### src/rtl/decoder_3to8_stream_pkg.sv
// Shared types for the index decoder stream.
// Holds the occupancy FSM encoding and default widths.
package decoder_3to8_stream_pkg;

  localparam int SEL_W_DEF = 3;
  localparam int CNT_W_DEF = 8;

  typedef enum logic [1:0] {
    ST_EMPTY = 2'd0,
    ST_ONE   = 2'd1,
    ST_TWO   = 2'd2
  } occ_e;

endpackage

### src/rtl/stream_skid_buf.sv
// Two-entry skid buffer (main + skid) with valid/ready on both sides.
// Ports: clk, rst_n, in_valid/in_ready/in_data, out_valid/out_ready/out_data.
module stream_skid_buf
  import decoder_3to8_stream_pkg::*;
#(
  parameter int DATA_W = 9
) (
  input  logic              clk,
  input  logic              rst_n,
  input  logic              in_valid,
  output logic              in_ready,
  input  logic [DATA_W-1:0] in_data,
  output logic              out_valid,
  input  logic              out_ready,
  output logic [DATA_W-1:0] out_data
);

  occ_e              state;
  occ_e              state_nx;
  logic [DATA_W-1:0] main_q;
  logic [DATA_W-1:0] skid_q;
  logic              load_main;
  logic              load_skid;
  logic              main_from_skid;
  logic              accept;
  logic              deliver;

  assign accept    = in_valid & in_ready;
  assign out_valid = (state != ST_EMPTY);
  assign deliver   = out_valid & out_ready;
  assign out_data  = main_q;

  always_comb begin
    state_nx       = state;
    load_main      = 1'b0;
    load_skid      = 1'b0;
    main_from_skid = 1'b0;
    unique case (state)
      ST_EMPTY: begin
        if (accept) begin
          state_nx  = ST_ONE;
          load_main = 1'b1;
        end
      end
      ST_ONE: begin
        if (accept && !deliver) begin
          state_nx  = ST_TWO;
          load_skid = 1'b1;
        end else if (deliver && !accept) begin
          state_nx = ST_EMPTY;
        end else if (accept && deliver) begin
          load_main = 1'b1;
        end
      end
      ST_TWO: begin
        // in_ready is low here, so only a deliver can happen
        if (deliver) begin
          state_nx       = ST_ONE;
          main_from_skid = 1'b1;
        end
      end
      default: state_nx = ST_EMPTY;
    endcase
  end

  always_ff @(posedge clk or negedge rst_n) begin
    if (!rst_n) begin
      state    <= ST_EMPTY;
      in_ready <= 1'b1;
      main_q   <= '0;
      skid_q   <= '0;
    end else begin
      state <= state_nx;
      // registered ready: no path from out_ready
      in_ready <= (state_nx != ST_TWO);
      if (load_main) begin
        main_q <= in_data;
      end else if (main_from_skid) begin
        main_q <= skid_q;
      end
      if (load_skid) begin
        skid_q <= in_data;
      end
    end
  end

endmodule

### src/rtl/decoder_3to8_stream.sv
// Registered index-to-one-hot decoder with valid/ready streams.
// Ports: in_* (idx, en), out_* (onehot, zero), dec_cnt, cnt_clr.
module decoder_3to8_stream
  import decoder_3to8_stream_pkg::*;
#(
  parameter int SEL_W = SEL_W_DEF,
  parameter int CNT_W = CNT_W_DEF
) (
  input  logic                   clk,
  input  logic                   rst_n,
  input  logic                   in_valid,
  output logic                   in_ready,
  input  logic [SEL_W-1:0]       in_idx,
  input  logic                   in_en,
  output logic                   out_valid,
  input  logic                   out_ready,
  output logic [(1<<SEL_W)-1:0]  out_onehot,
  output logic                   out_zero,
  output logic [CNT_W-1:0]       dec_cnt,
  input  logic                   cnt_clr
);

  localparam int OUT_W = 1 << SEL_W;
  localparam int DATA_W = OUT_W + 1;

  function automatic logic [OUT_W-1:0] decode(
    input logic [SEL_W-1:0] idx,
    input logic             en
  );
    logic [OUT_W-1:0] oh;
    oh = '0;
    if (en) begin
      oh[idx] = 1'b1;
    end
    return oh;
  endfunction

  logic [DATA_W-1:0] in_data;
  logic [DATA_W-1:0] out_data;
  logic              deliver_sel;

  // payload is {zero, onehot}, decoded once at accept time
  assign in_data    = {~in_en, decode(in_idx, in_en)};
  assign out_zero   = out_data[OUT_W];
  assign out_onehot = out_data[OUT_W-1:0];

  stream_skid_buf #(
    .DATA_W(DATA_W)
  ) u_skid (
    .clk      (clk),
    .rst_n    (rst_n),
    .in_valid (in_valid),
    .in_ready (in_ready),
    .in_data  (in_data),
    .out_valid(out_valid),
    .out_ready(out_ready),
    .out_data (out_data)
  );

  assign deliver_sel = out_valid & out_ready & ~out_zero;

  always_ff @(posedge clk or negedge rst_n) begin
    if (!rst_n) begin
      dec_cnt <= '0;
    end else if (cnt_clr) begin
      dec_cnt <= '0;
    end else if (deliver_sel && (dec_cnt != '1)) begin
      dec_cnt <= dec_cnt + CNT_W'(1);
    end
  end

endmodule

### config.mk
export PLATFORM = sky130hd
export DESIGN_NAME = decoder_3to8_stream
export DESIGN_NICKNAME = d
export VERILOG_FILES = /design/src/rtl/decoder_3to8_stream_pkg.sv /design/src/rtl/stream_skid_buf.sv /design/src/rtl/decoder_3to8_stream.sv
export SDC_FILE = /design/constraint.sdc
export NUM_CORES = 1
export LEC_CHECK = 0
export ABC_AREA = 1
export BUFFER_PORTS_ARGS = -buffer_cell sky130_fd_sc_hd__buf_2
export CAP_MARGIN = 10
export CELL_PAD_IN_SITES_DETAIL_PLACEMENT = 1
export CELL_PAD_IN_SITES_GLOBAL_PLACEMENT = 1
export CORE_ASPECT_RATIO = 0.6
export CORE_UTILIZATION = 39
export CTS_CLUSTER_SIZE = 12
export DETAILED_ROUTE_END_ITERATION = 8
export GPL_TIMING_DRIVEN = 0
export PLACE_DENSITY_LB_ADDON = 0.1
export SLEW_MARGIN = 20
export SYNTH_ARGS = -nofsm -noshare
export SYNTH_HDL_FRONTEND = slang
export SYNTH_SLANG_ARGS = --single-unit
### constraint.sdc
create_clock -name clk -period 1.82 [get_ports clk]
set_input_delay 0.182 -clock clk [delete_from_list [all_inputs] [get_ports clk]]
set_output_delay 0.182 -clock clk [all_outputs]
set_load 0.02 [all_outputs]
# After elaboration in Yosys (flattened, before gate mapping)

Index checks and enable logic that the tools add are counted.

Register bits after elaboration: 29
Bits in latches: 0
Memory bits (writable): 0
Bits in read-only memories: 0
Bits of input ports: 9
Logic and storage cells: 49
Memories kept: 0

Add/sub/neg operators: 1
Multipliers: 0
Div/mod/pow operators: 0
Order comparisons: 2
Equality and inequality tests: 4
Shift operators: 0
Mux-type cells: 21
Bitwise logic cells: 5
Reductions and logical operators: 11

Operator list:

| cell                                                                                | number |
|---|---|
| 8-bit 2-to-1 mux                                                                    | 3 |
| 9-bit 2-to-1 mux                                                                    | 2 |
| 1-bit 2-to-1 mux                                                                    | 9 |
| 8-bit by 1-bit adder with 8-bit output, second input constant                       | 1 |
| 2-bit 2-to-1 mux                                                                    | 4 |
| 8-bit != test, second input constant                                                | 1 |
| 2-bit one-hot mux with 3 select lines                                               | 1 |
| 2-bit nonzero test                                                                  | 3 |
| 1-bit logical AND                                                                   | 5 |
| 3-bit by 4-bit < comparator with 1-bit output, second input constant                | 1 |
| 1-bit bitwise AND                                                                   | 3 |
| 1-bit demux with 3-bit select                                                       | 1 |
| 3-bit by 1-bit greater-or-equal comparator with 1-bit output, second input constant | 1 |
| 2-bit by 1-bit == test with 1-bit output, second input constant                     | 1 |
| 2-bit == test, second input constant                                                | 1 |
| 1-bit logical NOT                                                                   | 2 |
| 2-bit logical NOT                                                                   | 1 |
| 2-bit != test, second input constant                                                | 1 |
| 1-bit inverter                                                                      | 2 |
| 1-bit one-hot mux with 2 select lines                                               | 1 |

# Longest topological paths before layout

Gate-level depths: netlist of the first run.

Depth after elaboration: 8
Mapped depth: 9
Gate-level depth less buffers: 9

# By module

From an unflattened synthesis of the first run, not the netlist that was laid out.

Cell total of the unflattened synthesis: 211
Area total of the unflattened synthesis: 1662.8 µm²

Modules (own cells, without submodules):

| module              | instances | cells an instance | area an instance (µm²) | sequential area each (µm²) |
|---|---|---|---|---|
| stream_skid_buf     | 1         | 126               | 1098.6                 | 526.8 |
| decoder_3to8_stream | 1         | 85                | 564.3                  | 200.2 |

# Worst setup path before layout of the first run

Ideal clock, no wire load.

Path type: register to register
From: register dec_cnt[0]
To: register dec_cnt[5]
Library setup time: 65 ps
Arrival: 1318 ps
Data required time: 1755 ps
Setup slack: 437 ps
Stages on the path, launching flop included: 8
Buffers on the path: 0
Path through: dfrtp_1 ha_1 nand2_1 nor2_2 a21oi_4 nor2_4 nand2_1 nand2_1

Cells in the longest elaborated chain, start to end: 3

Ends and longest elaborated chain:

| what                                                                           | line                                                 | text |
|---|---|---|
| from (decl)                                                                    | decoder_3to8_stream.sv:19                            | `output logic [CNT_W-1:0] dec_cnt,` |
| from (signal assigned)                                                         | decoder_3to8_stream.sv:68                            | `dec_cnt <= dec_cnt + CNT_W'(1);` |
| 8-bit by 1-bit adder with 8-bit output / 8-bit != test (equally long branches) | decoder_3to8_stream.sv:68, decoder_3to8_stream.sv:67 |  |
| 8-bit 2-to-1 mux / 1-bit logical AND (equally long branches)                   | decoder_3to8_stream.sv:67                            | `end else if (deliver_sel && (dec_cnt != '1)) begin` |
| 8-bit 2-to-1 mux / 2-bit nonzero test (equally long branches)                  | -                                                    |  |

Several ways; a longest one is shown, not always the timed one. The select of a mux whose other input is x is not followed.
A chain may end at the register's enable or synchronous reset.

# Worst setup path in the final report of the first run

From: register u_skid.in_ready
To: register u_skid.main_q[5] (netlist: u_skid.out_data[5])

Cells in the longest elaborated chain, start to end: 7

Ends and longest elaborated chain:

| what                                                          | line                                         | text |
|---|---|---|
| from (decl)                                                   | stream_skid_buf.sv:11                        | `output logic in_ready,` |
| from (signal assigned)                                        | stream_skid_buf.sv:75                        | `in_ready <= (state_nx != ST_TWO);` |
| 1-bit bitwise AND (*)                                         | stream_skid_buf.sv:28                        | `assign accept = in_valid & in_ready;` |
| 1-bit logical AND / 1-bit logical NOT (equally long branches) | stream_skid_buf.sv:51, stream_skid_buf.sv:49 |  |
| 1-bit 2-to-1 mux / 1-bit logical AND (equally long branches)  | stream_skid_buf.sv:51, stream_skid_buf.sv:49 |  |
| 1-bit 2-to-1 mux                                              | stream_skid_buf.sv:49                        | `end else if (deliver && !accept) begin` |
| 1-bit 2-to-1 mux                                              | stream_skid_buf.sv:46                        | `if (accept && !deliver) begin` |
| 1-bit one-hot mux with 2 select lines (*)                     | stream_skid_buf.sv:38                        | `unique case (state)` |
| 9-bit 2-to-1 mux / 2-bit nonzero test (equally long branches) | -                                            |  |
| to (signal assigned)                                          | stream_skid_buf.sv:77                        | `main_q <= in_data;` |
| to (signal assigned)                                          | stream_skid_buf.sv:79                        | `main_q <= skid_q;` |
| to (decl)                                                     | stream_skid_buf.sv:20                        | `logic [DATA_W-1:0] main_q;` |

Every way passes the cells marked *; elsewhere a longest branch is shown, timed or not.

==> results by group, run 1 <==
Setup path
  • Worst-path fanout max: 9
  • Worst Setup Start Kind: flip-flop
  • Critical setup path kind: reg -> reg
  • Worst Setup End Kind: flip-flop
  • Critical path arrival: approximately 1.8 ns
  • Worst Path Required: 1.98 ns

Min path
  • Hold crit path type: in -> reg

Clock network
  • H-tree levels: 2
  • CTS tree: yes
  • Cells resized by post-CTS repair: 0
  • Total CTS buffers: 5
  • CTS Buffer Depth: 2
  • Clock slew at reported path FFs: approximately 0.07 ns
  • Clk sinks: 29
  • Clk_lat worst skew: 0.28 ns
  • Clk root buf: clkbuf_8

Synthesis
  • Synth area leaders: dfrtp_1 48%, nand2_1 23%, nand3_1 6.5%
  • Sequential area share after synthesis: 0.494
  • Synth Flop Type: dfrtp_1
  • Distinct cells, synth: 23
  • Most frequent cell after synthesis: nand2_1
  • Mapped Area: roughly 1500 sq um
  • Synth top area share: 0.476
  • Post-synthesis register bit count: 29
  • Ys async rst share: 1.00
  • Post-synth EDFFs: 0
  • Mapped Nets: slightly above 200
  • Area leader, netlist: dfrtp_1
  • Ys Warns: 0
  • Post-Syn Instances: 196
  • Synth cell count leaders: 91 x nand2_1, 28 x dfrtp_1, 19 x nand3_1
  • Mean Syn Cell Area: 7.51 sq um

STA
  • Fmax achieved: slightly above 600 MHz
  • Clk_skew: between 0.004 and 0.005 ns
  • Setup TNS Final: 0 ns
  • Period utilisation layout: 0.885
  • Worst Max-Slew Pin Slew: ~0.67 ns
  • Final WS setup: 0.210 ns
  • Max_slew headroom: 0.556
  • Final setup violation count: 0
  • Unrepaired setup endpoints after global routing: false
  • Final worst path period need: about 1.6 ns
  • Final Hold Fails: 0
  • Slew Viols, Final: 0

Layout
  • Final instance area: between 1500 and 2000 sq um
  • Multi-input gate area: about 660 sq um
  • Register area: roughly 730 sq um
  • Layout area overhead: 20.6%
  • Filler Cell Count: between 400 and 500
  • Diodes inserted: 0
  • Ratio of cells with drive above 1 in the final layout: 0.220
  • Total Nets Final: approximately 240

Floorplanning
  • Die height: between 40 and 50 um
  • Site Rows: 16
  • Core area: approximately 3400 sq um
  • Die W: around 81 um
  • Initial Util: 0.430
  • IO Count: 28
  • Total die area: ~4000 sq um

Global route
  • First-pass GRT wire length: 7160 um
  • Gr ovfl total: 0
  • Total GRT Usage: 0.247
  • Initial antenna violation count: 0
  • Vias in the first global route: between 1,000 and 1,500
  • Largest net degree at the start of global routing: 30

Drt
  • DRT antenna net count: 0
  • Via count: 1,368
  • Drt initial violations: between 60 and 70
  • Number of vias per cell: 4.94
  • Final WL: ~4200 um
  • WL/cell: between 15 and 20 um
  • First-pass DRT Iterations: 4
  • Drt drc: 0

Placement
  • Dpl hpwl: between 3000 and 4000 um
  • PortBufs: 27
  • Final Wtd Congestion: between 0.8 and 0.9
  • Dpl ws: ~0.25 ns
  • Post-DP Area: 1660 sq um

Power
  • Register share of total power: 0.436
  • Worst vdd ir: 0.431 mV
  • Leakage: between 0.9 and 1 nW
  • Pwr dens: around 1100 nW/um^2
  • Cell internal pwr: ~1.2 mW
  • Switching share of power: 0.346
  • Clock Power Share: 0.320
  • Sw Pwr: 0.648 mW
  • Comb pwr share: 0.244

Flow run
  • Max-cap viol count: 0

Run status
  • Status: complete, no violations
-- registers in the layout (all words and copies together), names as in the netlist --
name / flops
u_skid.in_ready: 1
u_skid.state: 2
u_skid.skid_q: 9
u_skid.out_data: 9
dec_cnt: 8
-- power by group through the flow --
stage               sequential (mW)  clock (mW)  combinational [mW]
floorplan                     0.868           0               0.242
CTS                           0.815       0.608               0.460
finish                        0.815       0.598               0.456
detailed placement            0.826           0               0.455
global route                  0.828       0.641               0.510
global placement              0.818           0               0.439
-- layout by cell type (no fill, tap or decap) --
cell | Yosys | routed
o21ai_0 | 1 | 1
nor3_4 | 1 | 1
nor2_2 | 2 | 2
inv_2 | 3 | 3
dfrtp_1 | 28 | 28
or2_2 | 1 | 1
buf_2 | 0 | 27
o21bai_1 | 1 | 1
dfstp_2 | 1 | 1
nand2_1 | 91 | 91
o31ai_1 | 1 | 1
nor2_1 | 17 | 17
inv_1 | 14 | 14
o211ai_1 | 1 | 1
clkinv_1 | 3 | 3
nor2_4 | 1 | 1
clkinv_2 | 0 | 1
buf_6 | 1 | 1
nand4_1 | 2 | 2
nand2_2 | 4 | 4
xor2_1 | 1 | 1
o21ai_2 | 1 | 1
clkbuf_8 | 0 | 7
ha_1 | 1 | 1
a21oi_4 | 1 | 1
nand3_1 | 19 | 19
dlygate4sd3_1 | 0 | 1
-- area by class of cell --
class,instances,area share
Sequential cell,29,0.410
Multi-Input combinational cell,146,0.371
Timing Repair Buffer,28,0.0818
Clock buffer,7,0.0543
Inverter,20,0.0423
Tap cell,45,0.0317
Buffer,1,0.00635
Clock inverter,1,0.00282
-- timing repair --
| item | 4_1_cts | 5_1_grt |
|---|---|---|
| hold endpoints to repair | 28 | 0 |
| buffers inserted | 0 | 0 |
| hold buffers | 1 | 0 |
-- path summary, 6_finish.rpt --
| kind | from | end | slack [ns] | cells after the start |
|---|---|---|---|---|
| setup / recovery | u_skid.in_ready$_DFF_PN1_ | u_skid.out_data[5]$_DFFE_PN0P_ | 0.21 | 7 |
| hold / removal | in_en | u_skid.skid_q[8]$_DFFE_PN0P_ | 0.1 | 2 |
| setup reg to reg | u_skid.in_ready$_DFF_PN1_ | u_skid.out_data[5]$_DFFE_PN0P_ | 0.21 | 7 |
| hold reg to reg | u_skid.skid_q[7]$_DFFE_PN0P_ | u_skid.skid_q[7]$_DFFE_PN0P_ | 0.48 | 2 |
| max in group asynchronous | rst_n | u_skid.state[0]$_DFF_PN0_ | 0.91 | 2 |
| min in group asynchronous | rst_n | u_skid.skid_q[4]$_DFFE_PN0P_ | 0.47 | 2 |
-- layer usage --
metal,part of all wire,track usage
met3,0.038,0.0630
met5,0,0
met4,0.0081,0.0625
met1,0.50,0.340
met2,0.45,0.386
-- logic make-up after synthesis --
logic type      after synthesis  synth area share
simple gates                138             0.397
flops                        29             0.494
fa+ha+maj                     1           0.00850
compound gates                6            0.0357
buf+inv                      21            0.0587
xor+xnor                      1           0.00595
-- metrics by stage --
stage	power, mW	cells	util	hold slack [ns]
after floorplan	1.11	196	-	-0.114
after detailed placement	1.28	268	0.486	0.258
after global placement	1.26	268	0.486	0.242
final	1.87	277	0.518	0.0980
after CTS	1.88	277	0.518	0.0937
after global routing	1.98	277	0.518	0.0924
-- critical path, stage by stage, from the launching register on --
cell and delay (ns):
dfstp_2 0.52, nand2_1 0.10, inv_1 0.10, nand3_1 0.10, nand2_1 0.10, clkinv_1 0.31, nand2_1 0.16, nand3_1 0.09
Power figures use the tool's default switching activity.
==> run 2: changes to the inputs <==
Settings changed: CORE_UTILIZATION 39 to 41, RECOVER_POWER from default to 25, SYNTH_HIERARCHICAL from default to 1.
==> results by group, run 2 <==
Floorplanning
  • Initial Util: 0.442 (was 0.430)
  • IO Count: 28 (unchanged)
  • Total die area: 4320 sq um (was 4030 sq um)
  • Die height: 51.3 um (was 49.6 um)
  • Core area: 3760 sq um (was 3420 sq um)
  • Site Rows: 17 (was 16)
  • Die W: 84.2 um (was 81.3 um)

Placement
  • Dpl hpwl: 3630 um (was 3070 um)
  • Final Wtd Congestion: 0.755 (was 0.846)
  • PortBufs: 27 (unchanged)

Global route
  • Largest net degree at the start of global routing: 30 (unchanged)
  • First-pass GRT wire length: 7850 um (was 7160 um)
  • Vias in the first global route: 1,560 (was 1,445)
  • Gr ovfl total: 0 (unchanged)
  • Initial antenna violation count: 0 (unchanged)
  • Total GRT Usage: 0.245 (was 0.247)

Synthesis
  • Mapped Nets: 221 (was 206)
  • Mapped Area: 1660 sq um (was 1470 sq um)
  • Synth top area share: 0.421 (was 0.476)
  • Synth Flop Type: dfrtp_1 (unchanged)
  • Area leader, netlist: dfrtp_1 (unchanged)
  • Synth cell count leaders: 69 x nand2_1, 28 x dfrtp_1, 19 x inv_1, 19 x nand4_1, 17 x nor2_1 (was 91 x nand2_1, 28 x dfrtp_1, 19 x nand3_1)
  • Ys Warns: 6 (was 0)
  • Distinct cells, synth: 28 (was 23)
  • Most frequent cell after synthesis: nand2_1 (unchanged)
  • Post-Syn Instances: 211 (was 196)
  • Mean Syn Cell Area: 7.88 sq um (was 7.51 sq um)
  • Ys async rst share: 1.00 (unchanged)
  • Post-synth EDFFs: 0 (unchanged)
  • Sequential area share after synthesis: 0.437 (was 0.494)
  • Post-synthesis register bit count: 29 (unchanged)
  • Synth area leaders: dfrtp_1 42%, nand2_1 16%, nand4_1 7.1% (was dfrtp_1 48%, nand2_1 23%, nand3_1 6.5%)

Layout
  • Ratio of cells with drive above 1 in the final layout: 0.255 (was 0.220)
  • Layout area overhead: 18.2% (was 20.6%)
  • Commonest non-fill, non-tap cell in the layout: nand2_1 (unchanged)
  • Total Nets Final: 256 (was 241)
  • Most frequent cells in the layout: 69 x nand2_1, 28 x dfrtp_1, 19 x inv_1, 19 x nand4_1, 19 x buf_2 (was 91 x nand2_1, 28 x dfrtp_1, 27 x buf_2, 19 x nand3_1, 17 x nor2_1)
  • Diodes inserted: 0 (unchanged)

STA
  • Final worst path period need: 1.67 ns (was 1.61 ns)
  • Unrepaired setup endpoints after global routing: false (unchanged)
  • Fmax achieved: 598 MHz (was 621 MHz)
  • Worst Max-Slew Pin Slew: 0.739 ns (was 0.665 ns)
  • Setup TNS Final: 0 ns (unchanged)
  • Final setup violation count: 0 (unchanged)
  • Period utilisation layout: 0.919 (was 0.885)
  • Final Hold Fails: 0 (unchanged)
  • Slew Viols, Final: 0 (unchanged)
  • Clk_skew: 0.00564 ns (was 0.00412 ns)
  • Max_slew headroom: 0.507 (was 0.556)

Setup path
  • Worst path slowest cell: dfrtp_1 (was dfstp_2)
  • Crit-path cells: buf_4, inv_4, buf_2, nand2_1, nand2_1, nor2_2, inv_1, a21oi_2, nand3_1, o21ai_1 (was nand2_1, inv_1, nand3_1, nand2_1, clkinv_1, nand2_1, nand3_1)
  • Max incr delay on CP: 0.33 ns (was 0.52 ns)
  • Worst Setup Start Kind: flip-flop (unchanged)
  • Critical path arrival: 1.88 ns (was 1.77 ns)
  • Sum of buffers and inverters on the critical path: 4 (was 2)
  • CP Depth: 10 (was 7)
  • CP delay by family, top: buffers and inverters (was simple AND/OR/NAND/NOR gates)
  • Worst-path fanout max: 10 (was 9)
  • Worst R2R Setup Slack: 0.15 ns (was 0.21 ns)
  • Worst Path Required: 2.03 ns (was 1.98 ns)
  • Reg2Reg Depth: 10 (was 7)
  • Critical Path Most Common Cell: nand2_1 (unchanged)
  • Worst Setup End Kind: flip-flop (unchanged)
  • Critical setup path kind: reg -> reg (unchanged)

Run status
  • Status: complete, but fails checks (was complete, no violations)
  • Failing checks: DRC

Clock network
  • Clk sinks: 29 (unchanged)
  • Total CTS buffers: 5 (unchanged)
  • H-tree levels: 2 (unchanged)
  • Clk root buf: clkbuf_8 (unchanged)
  • CTS tree: yes (unchanged)
  • CTS Buffer Depth: 2 (unchanged)
  • Post-CTS setup buffer count: 0 (unchanged)
  • Clk_lat worst skew: 0.28 ns (about the same)
  • Clock slew at reported path FFs: 0.06 ns (was 0.07 ns)

Flow run
  • Max-cap viol count: 0 (unchanged)

Power
  • Leakage: 1.00 nW (was 0.993 nW)
  • Register share of total power: 0.394 (was 0.436)
  • Cell internal pwr: 1.40 mW (was 1.22 mW)
  • Worst vdd ir: 0.468 mV (was 0.431 mV)
  • Pwr dens: 1190 nW/um^2 (was 1050 nW/um^2)
  • Total power: 2.34 mW (was 1.87 mW)
  • Switching share of power: 0.401 (was 0.346)
  • Sw Pwr: 0.938 mW (was 0.648 mW)
  • Clock Power Share: 0.251 (was 0.320)
  • Comb pwr share: 0.356 (was 0.244)

Drt
  • Number of vias per cell: 5.19 (was 4.94)
  • WL/cell: 16.1 um (was 15.2 um)
  • DRT antenna net count: 0 (unchanged)
  • Drt drc: 4 (was 0)
  • First-pass DRT Iterations: 6 (was 4)
  • Drt initial violations: 64 (was 69)
  • Final WL: 4740 um (was 4200 um)
  • Via count: 1,527 (was 1,368)

Min path
  • Hold Path Stages: 4 (was 2)
  • Hold crit path type: in -> reg (unchanged)
==> run 2: repair_timing <==
action / 4_1_cts / 5_1_grt
setup endpoints to repair: 1 / 7
hold endpoints to repair: 28 / 0
resized for setup: 1 / 2
hold buffers: 1 / 0
cloned: 0 / 0
==> run 2: logic make-up (layout without fill, tap and decap cells) <==
kind of cell / Yosys count / count (layout) / synth area share
AND/OR/NAND/NOR: 133 / 133 / 0.379
buffers and inverters: 31 / 67 / 0.0963
flip-flops: 29 / 29 / 0.437
AO/OA/AOI/OAI: 14 / 14 / 0.0640
XOR/XNOR: 3 / 3 / 0.0158
adder cells (fa/ha/maj): 1 / 1 / 0.00752
==> run 2: final timing paths <==
kind                                               from                              to
min reg2reg                u_skid/skid_q[4]$_DFFE_PN0P_    u_skid/skid_q[4]$_DFFE_PN0P_
min                                             cnt_clr          dec_cnt[5]$_DFFE_PN0P_
min in group asynchronous                         rst_n  u_skid/out_data[0]$_DFFE_PN0P_
max                           u_skid/state[1]$_DFF_PN0_          dec_cnt[0]$_DFFE_PN0P_
max reg2reg                   u_skid/state[1]$_DFF_PN0_          dec_cnt[0]$_DFFE_PN0P_
max in group asynchronous                         rst_n       u_skid/state[0]$_DFF_PN0_
==> run 2: tightest hold or removal path, cell delays in order <==
cell,delay (ns)
buf_2,0.12
nor2_2,0.07
nand2_1,0.06
nand2_1,0.04
==> run 2: area by class of cell <==
class,instances,area [sq um]
plain buffers,7,62.6
inverters,24,97.6
multi-input cells,151,785
clock buffers,7,96.3
well taps,47,58.8
repair buffers,28,134
clock inverters,1,5.00
flip-flops and latches,29,727
fillers,472,1800
==> run 2: layer usage <==
layer  global-route usage  wire length, um
met2                0.347             1900
met5                    0                0
met1                0.370             2520
met4               0.0690                7
met3               0.0565              324
==> run 2: stage by stage <==
| step | instances | setup slack, ns | area [sq um] | hold WS (ns) | util |
|---|---|---|---|---|---|
| after CTS | 294 | 0.0876 | 1970 | 0.207 | 0.524 |
| after global routing | 294 | 0.0116 | 1970 | 0.256 | 0.522 |
| after floorplan | 211 | 0.258 | 1660 | -0.114 | - |
| after detailed placement | 285 | 0.00701 | 1860 | 0.259 | 0.493 |
| after global placement | 285 | 0.0781 | 1860 | 0.238 | 0.493 |
| final | 294 | 0.148 | 1970 | 0.225 | 0.522 |
==> run 2: power by group through the flow <==
stage	Clock [mW]	Combinational, mW	Sequential, mW
floorplan	0	0.436	1.05
global placement	0	0.813	0.908
detailed placement	0	0.844	0.924
CTS	0.605	0.856	0.915
global route	0.625	0.918	0.940
finish	0.587	0.832	0.921
==> run 3: changes to the inputs <==
Clock period 1.82 ns to 1.8 ns, I/O delays scaled along.
==> results by group, run 3 (synthesis results as in run 2) <==
Drt
  • Via count: 1,531 (was 1,527)
  • Final WL: 4720 um (was 4740 um)
  • Number of vias per cell: 5.21 (was 5.19)
  • Drt drc: 4 (unchanged)
  • WL/cell: 16.1 um (about the same)
  • DRT antenna net count: 0 (unchanged)
  • Drt initial violations: 79 (was 64)
  • First-pass DRT Iterations: 6 (unchanged)

Setup path
  • Critical setup path kind: reg -> reg (unchanged)
  • Crit-path cells: buf_4, inv_4, buf_2, nand2_1, nand2_1, nor2_2, nand2_2, nand2_4, clkinv_4, nand2_1, nand2_1 (was buf_4, inv_4, buf_2, nand2_1, nand2_1, nor2_2, inv_1, a21oi_2, nand3_1, o21ai_1)
  • Reg2Reg Depth: 11 (was 10)
  • Worst Path Required: 1.97 ns (was 2.03 ns)
  • Worst Setup End Kind: flip-flop (unchanged)
  • Critical path arrival: 1.85 ns (was 1.88 ns)
  • Max incr delay on CP: 0.33 ns (about the same)
  • Worst-path fanout max: 10 (unchanged)
  • Worst Setup Start Kind: flip-flop (unchanged)
  • Worst path slowest cell: dfrtp_1 (unchanged)
  • Critical Path Most Common Cell: nand2_1 (unchanged)

Power
  • Switching share of power: 0.401 (about the same)
  • Worst vdd ir: 0.474 mV (was 0.468 mV)
  • Cell internal pwr: 1.42 mW (was 1.40 mW)
  • Clock Power Share: 0.250 (was 0.251)
  • Leakage: 1.00 nW (about the same)
  • Sw Pwr: 0.949 mW (was 0.938 mW)
  • Comb pwr share: 0.356 (about the same)
  • Total power: 2.37 mW (was 2.34 mW)
  • Register share of total power: 0.393 (was 0.394)
  • Pwr dens: 1200 nW/um^2 (was 1190 nW/um^2)

Clock network
  • CTS tree: yes (unchanged)
  • Clk_lat worst skew: 0.28 ns (about the same)
  • H-tree levels: 2 (unchanged)
  • Clk sinks: 29 (unchanged)
  • Clock slew at reported path FFs: 0.06 ns (about the same)
  • Total CTS buffers: 5 (unchanged)
  • Clk root buf: clkbuf_8 (unchanged)
  • CTS Buffer Depth: 2 (unchanged)

Run status
  • Status: complete, but fails checks (unchanged)
  • Failing checks: DRC (unchanged)

Layout
  • Layout area overhead: 18.7% (was 18.2%)
  • Filler Cell Count: 472 (unchanged)
  • Commonest non-fill, non-tap cell in the layout: nand2_1 (unchanged)
  • Ratio of cells with drive above 1 in the final layout: 0.255 (unchanged)
  • Diodes inserted: 0 (unchanged)
  • Fin util: 0.524 (was 0.522)
  • Multi-input gate area: 792 sq um (was 785 sq um)
  • Most frequent cells in the layout: 69 x nand2_1, 28 x dfrtp_1, 19 x inv_1, 19 x nand4_1, 19 x buf_2 (unchanged)
  • Fin cells: 294 (unchanged)
  • Total Nets Final: 256 (unchanged)
  • Register area: 727 sq um (unchanged)

Global route
  • First-pass GRT wire length: 7850 um (unchanged)
  • Initial antenna violation count: 0 (unchanged)
  • Vias in the first global route: 1,560 (unchanged)
  • Total GRT Usage: 0.245 (unchanged)
  • Gr ovfl total: 0 (unchanged)
  • Largest net degree at the start of global routing: 30 (unchanged)

Min path
  • Hold crit path type: in -> reg (unchanged)
  • Hold Path Stages: 4 (unchanged)

STA
  • Period utilisation layout: 0.931 (was 0.919)
  • Slew Viols, Final: 0 (unchanged)
  • Unrepaired setup endpoints after global routing: false (unchanged)
  • Max_slew headroom: 0.523 (was 0.507)
  • Clk_skew: 0.00669 ns (was 0.00564 ns)
  • Final worst path period need: 1.68 ns (was 1.67 ns)
  • Final Hold Fails: 0 (unchanged)
  • Final setup violation count: 0 (unchanged)
  • Worst Max-Slew Pin Slew: 0.715 ns (was 0.739 ns)
  • Fmax achieved: 597 MHz (was 598 MHz)

Placement
  • Placed cell count: 285 (unchanged)
  • PortBufs: 27 (unchanged)
  • Final Wtd Congestion: 0.755 (unchanged)
  • Dpl hpwl: 3630 um (unchanged)

Floorplanning
  • Initial Util: 0.442 (unchanged)
  • Die height: 51.3 um (unchanged)
  • Core area: 3760 sq um (unchanged)
  • IO Count: 28 (unchanged)
  • Total die area: 4320 sq um (unchanged)
  • Site Rows: 17 (unchanged)
  • Die W: 84.2 um (unchanged)

Flow run
  • Max-cap viol count: 0 (unchanged)
## run 3: layout make-up
type | count | area share
tap | 47 | 0.0298
clock inverter | 1 | 0.00254
buffer | 7 | 0.0317
sequential | 29 | 0.368
multi-input combinational | 151 | 0.401
timing repair buffer | 28 | 0.0679
inverter | 24 | 0.0495
clock buffer | 7 | 0.0488
## run 3: metal layers
metal	wire length, um	up-vias	global-route usage
met5	0	-	0
met4	7	0	0.0690
met3	259	2	0.0565
met2	1920	39	0.347
met1	2530	737	0.370
li1	-	753	-
## run 3: path summary, 6_finish.rpt
path / startpoint / endpoint / slack (ns)
setup reg to reg: u_skid/state[1]$_DFF_PN0_ / dec_cnt[3]$_DFFE_PN0P_ / 0.12
max in group asynchronous: rst_n / u_skid/skid_q[8]$_DFFE_PN0P_ / 0.87
setup / recovery: u_skid/state[1]$_DFF_PN0_ / dec_cnt[3]$_DFFE_PN0P_ / 0.12
hold / removal: cnt_clr / dec_cnt[5]$_DFFE_PN0P_ / 0.22
hold reg to reg: u_skid/skid_q[4]$_DFFE_PN0P_ / u_skid/skid_q[4]$_DFFE_PN0P_ / 0.50
min in group asynchronous: rst_n / u_skid/out_data[0]$_DFFE_PN0P_ / 0.48
## run 3: critical path, delay by kind of cell, from the launching register on
family,cells,cell delay [ns]
buf+inv,4,0.51
flops,1,0.33
simple gates,7,0.70
## run 3: per-stage QoR
step                area (sq um)  setup slack, ns  TNS, ns  hold slack, ns
CTS                         1970           0.0676        0           0.205
detailed placement          1860          -0.0130  -0.0130           0.257
finish                      1970            0.124        0           0.225
global route                1970          0.00845        0           0.254
floorplan                   1660            0.238        0          -0.116
global placement            1860           0.0581        0           0.236
## run 3: power groups by stage
stage	logic (mW)	registers, mW	clock network (mW)
global route	0.932	0.950	0.632
detailed placement	0.854	0.934	0
CTS	0.866	0.925	0.612
finish	0.844	0.931	0.593
global placement	0.822	0.918	0
floorplan	0.441	1.06	0
## run 3: what timing repair did
item | CTS | global route
hold buffers | 1 | 0
gates resized for setup | 1 | 3
cloned | 0 | 0
hold endpoints to repair | 28 | 0
setup buffers | 0 | 0
endpoints found under the setup margin | 2 | 8
